File: src/rtl/mastermind_round_ctrl.sv
// Game-round sequencer: gates master loading, grades guesses over an 8-cycle pass, tracks rounds and win/lose.
// Optional feature: define ROUND_LIMIT_EN to end the game as lost after MAX_ROUNDS non-winning guesses.
module mastermind_round_ctrl #(
  parameter int MAX_ROUNDS = 8
) (
  input  logic       CLOCK_50,
  input  logic       reset,
  input  logic       startGame,
  input  logic       masterLoaded,
  input  logic [2:0] master0,
  input  logic [2:0] master1,
  input  logic [2:0] master2,
  input  logic [2:0] master3,
  input  logic [2:0] guess0,
  input  logic [2:0] guess1,
  input  logic [2:0] guess2,
  input  logic [2:0] guess3,
  input  logic       guessSubmit,
  output logic       gamePlaying,
  output logic       resetMaster,
  output logic       gradeValid,
  output logic [2:0] znarly,
  output logic [2:0] zood,
  output logic [3:0] roundNum,
  output logic       guessError,
  output logic       won,
  output logic       lost
);

`ifdef ROUND_LIMIT_EN
  localparam bit LIMIT_EN = 1'b1;
  if (MAX_ROUNDS < 1 || MAX_ROUNDS > 15) begin : g_bad_max_rounds
    $error("MAX_ROUNDS must be within 1..15");
  end
`else
  localparam bit LIMIT_EN = 1'b0;
`endif
  localparam logic [3:0] ROUND_LIMIT = 4'(MAX_ROUNDS);

  typedef enum logic [1:0] {SETUP, PLAY, GRADE, DONE} state_t;

  state_t           state, state_n;
  logic [3:0]       step, step_n;
  logic [3:0][2:0]  gq, gq_n;
  logic [2:0]       exact, exact_n, common, common_n;
  logic [2:0]       znarly_n, zood_n;
  logic [3:0]       round_n;
  logic             won_n, lost_n, grade_pulse, err_pulse;
  logic [3:0][2:0]  mst, gin;

  assign mst = {master3, master2, master1, master0};
  assign gin = {guess3, guess2, guess1, guess0};

  function automatic logic [2:0] count_of(input logic [3:0][2:0] s, input logic [2:0] v);
    logic [2:0] c;
    c = '0;
    for (int i = 0; i < 4; i++)
      if (s[i] == v) c = c + 3'd1;
    return c;
  endfunction

  function automatic logic [2:0] min3(input logic [2:0] a, input logic [2:0] b);
    return (a < b) ? a : b;
  endfunction

  always_comb begin
    state_n     = state;
    step_n      = step;
    gq_n        = gq;
    exact_n     = exact;
    common_n    = common;
    znarly_n    = znarly;
    zood_n      = zood;
    round_n     = roundNum;
    won_n       = won;
    lost_n      = lost;
    grade_pulse = 1'b0;
    err_pulse   = 1'b0;
    if (startGame) begin
      state_n  = SETUP;
      step_n   = '0;
      round_n  = '0;
      znarly_n = '0;
      zood_n   = '0;
      won_n    = 1'b0;
      lost_n   = 1'b0;
    end else begin
      case (state)
        SETUP: if (masterLoaded) state_n = PLAY;
        PLAY: begin
          if (guessSubmit) begin
            if (guess0 != 3'd0 && guess1 != 3'd0 && guess2 != 3'd0 && guess3 != 3'd0) begin
              gq_n     = gin;
              round_n  = (roundNum == 4'd15) ? 4'd15 : roundNum + 4'd1;
              step_n   = '0;
              exact_n  = '0;
              common_n = '0;
              state_n  = GRADE;
            end else begin
              err_pulse = 1'b1;
            end
          end
        end
        GRADE: begin
          step_n = step + 4'd1;
          if (step == 4'd0) begin
            for (int i = 0; i < 4; i++)
              if (gq[i] == mst[i]) exact_n = exact_n + 3'd1;
          end else if (step <= 4'd7) begin
            common_n = common + min3(count_of(gq, step[2:0]), count_of(mst, step[2:0]));
          end else begin
            // report edge: publish the grade and decide where the round goes
            grade_pulse = 1'b1;
            znarly_n    = exact;
            zood_n      = common - exact;
            step_n      = '0;
            if (exact == 3'd4) begin
              won_n   = 1'b1;
              state_n = DONE;
            end else if (LIMIT_EN && roundNum == ROUND_LIMIT) begin
              lost_n  = 1'b1;
              state_n = DONE;
            end else begin
              state_n = PLAY;
            end
          end
        end
        default: ;
      endcase
    end
  end

  always_ff @(posedge CLOCK_50 or posedge reset) begin
    if (reset) begin
      state       <= SETUP;
      step        <= '0;
      gq          <= '0;
      exact       <= '0;
      common      <= '0;
      znarly      <= '0;
      zood        <= '0;
      roundNum    <= '0;
      won         <= 1'b0;
      lost        <= 1'b0;
      gamePlaying <= 1'b0;
      resetMaster <= 1'b0;
      gradeValid  <= 1'b0;
      guessError  <= 1'b0;
    end else begin
      state       <= state_n;
      step        <= step_n;
      gq          <= gq_n;
      exact       <= exact_n;
      common      <= common_n;
      znarly      <= znarly_n;
      zood        <= zood_n;
      roundNum    <= round_n;
      won         <= won_n;
      lost        <= lost_n;
      gamePlaying <= (state_n == PLAY) || (state_n == GRADE);
      resetMaster <= startGame;
      gradeValid  <= grade_pulse;
      guessError  <= err_pulse;
    end
  end

endmodule

File: config.mk
export PLATFORM = sky130hd
export DESIGN_NAME = mastermind_round_ctrl
export DESIGN_NICKNAME = d
export VERILOG_FILES = /design/src/rtl/mastermind_round_ctrl.sv
export SDC_FILE = /design/constraint.sdc
export NUM_CORES = 1
export LEC_CHECK = 0
export ABC_CLOCK_PERIOD_IN_PS = 5700
export CAP_MARGIN = 5
export CORE_MARGIN = 8
export CORE_UTILIZATION = 54
export DETAILED_ROUTE_END_ITERATION = 10
export PLACE_DENSITY = 0.8
export SLEW_MARGIN = 20
export SYNTH_ARGS = -nofsm -noshare
export SYNTH_HDL_FRONTEND = slang
export SYNTH_SLANG_ARGS = --single-unit
File: constraint.sdc
create_clock -name CLOCK_50 -period 5.7 [get_ports CLOCK_50]
set_input_delay 0.855 -clock CLOCK_50 [delete_from_list [all_inputs] [get_ports CLOCK_50]]
set_output_delay 0.855 -clock CLOCK_50 [all_outputs]
set_load 0.01 [all_outputs]
==> metrics <==
Synth Net Count about 360; vias approximately 2300; Post-CTS Resized 0; status finished clean; FF-to-FF path depth 18; P per Cell Area around 310 nW/µm²; most numerous cell on the critical path ha_1; gr usage total ~17%; Layout Cells excl Fill between 400 and 500; Final Util 66.4%; post-route cell area ~3400 µm²; WP depth 19; initial antenna violation count 0; die area ~8000 µm²; Area Overhead vs Synth 19.7%; TNS Setup 0 ps; Yosys cell types 48; max cap viols 0; detailed placement HPWL ~4900 µm; register area a little under 1000 µm²; Tmin final around 4800 ps; Max Freq 0.209 GHz; drt pass-1 iters 4; Synth async-reset ratio between 90% and 100%; final wirelength between 6000 and 7000 µm; CP Cell Sequence clkdlybuf4s50_1 > xnor2_1 > and3_1 > ha_1 > or4_1 > nand2_1 > ha_1 > nand4_1 > xnor2_1 > ha_1 > inv_1 > a21oi_2 > a21boi_0 > nor2_1 > ha_1 > fa_1 > xnor2_1 > and3_1 > a211o_1; Die Height 88.2 µm; final setup vio count 0; post-synthesis sequential area ratio a little over a third; Clock Latency Late Sink approximately 300 ps; CTS tree done; filler instances 413; largest net degree at the start of global routing 40; post-route clock period utilization between 80% and 90%; CP max stage delay between 500 and 600 ps; ys flop type dfrtp_1; H-tree Lvls 2; R2R Path Start step[2]$_DFFE_PP0P_; clock sinks 39; Starting Density between 50% and 60%; antenna-violating nets left 0; dpl cell area 3270 µm²; Crit Path Class primary input to register; DR iter-0 viols 95; cell taking the most area after synthesis dfrtp_1; first-pass GRT wire length roughly 11000 µm; Max IR drop VDD around 0.21 mV; placed cell count 409; Worst Path Required between 5000 and 6000 ps; flops & latches, synth 39; CP startpoint master0[0]; number of buffers and inverters on the critical path 2; Slew Limit Fails 0; TritonCTS buffer count 5; die width slightly below 90 µm; Slew headroom 46.6%; CTS Root Buffer Type clkbuf_8; Synth top cells by count 39 x dfrtp_1, 37 x xnor2_1, 27 x nand2_1; RSZ-0062 raised after global routing false; core area between 5000 and 6000 µm²; GRT overflow 0; Arrival @ worst endpoint 4970 ps; average cell area after synthesis between 9 and 10 µm²; Post-CTS Hold Buffers 0; Top delay family on crit path adder cells; Setup Skew between 7 and 8 ps; Multi-input gate area between 1500 and 2000 µm²; CP startpoint kind primary input; top-count cell post-synth dfrtp_1; drt drc 0; Clock Path Buffers 2; Post-CTS Setup Bufs 0; vias in the first global route 2327; gp weighted congestion about 0.93; Clk pin slew, worst setup/hold paths roughly 80 ps; top cell type's share of synthesized area a little over a third; Hold Path Class register to register; ANT cells 0; # nets final just under 400; EDFF count, synth 0; worst slew pin tran 799 ps; synth top area cells dfrtp_1 35%, xnor2_1 12%, ha_1 8.4%, mux2_1 4.8%, nand3_1 3.9%; Critical-path top delay cell or4_1; Synth Warn # 0; I/O pins 45; FP Rows 26; Synth Cell Area between 2000 and 3000 µm²; vias per cell approximately 5.6; Mapped Cells just over 300; Critical Path Sink Type register; Worst Hold Depth 2; CP max FO 3; P_leak 1.49 nW; DR WL/cell roughly 15 µm; port buffer count 43; share of cells above drive strength 1 approximately 3.7%; beginning of the worst hold path won$_DFFE_PP0P_; Hold Vio Cnt, Final 0
==> path summary, 6_finish.rpt <==
kind,endpoint,slack (ps)
max,common[2]$_DFFE_PP0P_,910
min,won$_DFFE_PP0P_,510
min in group asynchronous,roundNum[1]$_DFFE_PP0P_,970
max reg2reg,common[2]$_DFFE_PP0P_,1150
max in group asynchronous,guessError$_DFF_PP0_,4380
min reg2reg,won$_DFFE_PP0P_,510
==> cells in the final DEF, fill, tap and decap left out, types with 8 or more instances in the layout <==
cell / Yosys / routed
a21oi_1: 15 / 15
nand2_1: 27 / 27
inv_1: 17 / 17
ha_1: 19 / 19
nor2_1: 21 / 21
and3_1: 8 / 8
dfrtp_1: 39 / 39
clkdlybuf4s50_1: 0 / 43
mux2_1: 12 / 12
xnor2_1: 37 / 37
nand3_1: 22 / 22
xor2_1: 9 / 9
nor3_1: 8 / 8
==> logic make-up after synthesis <==
kind of cell / share of synthesized area (%)
buffers and inverters: 4.71
xor gates and xnor gates: 15.1
adders and majority gates: 9.87
and+or+nand+nor: 18.9
DFF: 34.7
muxes: 6.98
AOI/OAI and AO/OA: 9.56
other: 0.133
==> worst register-to-register path, cell delays in order, from the launching register on <==
cell      delay [ps]
dfrtp_1          730
xnor2_1          180
and3_1           200
ha_1             280
nor4_1           590
or2_1            190
ha_1             140
nand2_1           60
xor2_1           180
ha_1             290
inv_1             60
a21oi_2          160
a21boi_0         190
nor2_1            60
ha_1             190
fa_1             390
xnor2_1          150
and3_1           180
a211o_1          220
==> registers in the layout (all words and copies together), names as in the netlist <==
signal       cells
gq              12
roundNum         4
step             4
common           3
exact            3
znarly           3
zood             3
state            2
gamePlaying      1
gradeValid       1
guessError       1
resetMaster      1
won              1
==> through the flow <==
| step | power (mW) | hold slack [ps] | worst slack (ps) |
|---|---|---|---|
| floorplan | 0.738 | 484 | 1370 |
| global placement | 0.836 | 488 | 758 |
| detailed placement | 0.858 | 497 | 622 |
| CTS | 1.06 | 524 | 927 |
| global route | 1.15 | 552 | 625 |
| finish | 1.06 | 513 | 915 |
==> layer usage <==
| layer | GRT usage, % | wire length [µm] |
|---|---|---|
| met3 | 3.38 | 263 |
| met5 | 0 | 0 |
| met2 | 31.0 | 3310 |
| met4 | 4.15 | 59 |
| met1 | 20.6 | 2820 |
==> where the power goes <==
group	switching (mW)	internal, mW
combinational	0.254	0.233
sequential	0.0542	0.318
clock	0.102	0.0992
==> area by class of cell <==
cell class,count,share of cell area (%)
clock buffers,7,2.56
clock inverters,1,0.260
inverters,18,2.01
multi-input cells,238,50.6
flip-flops and latches,39,29.0
well taps,70,2.60
repair buffers,44,13.0
No activity file was read; power rests on OpenSTA's default activity.
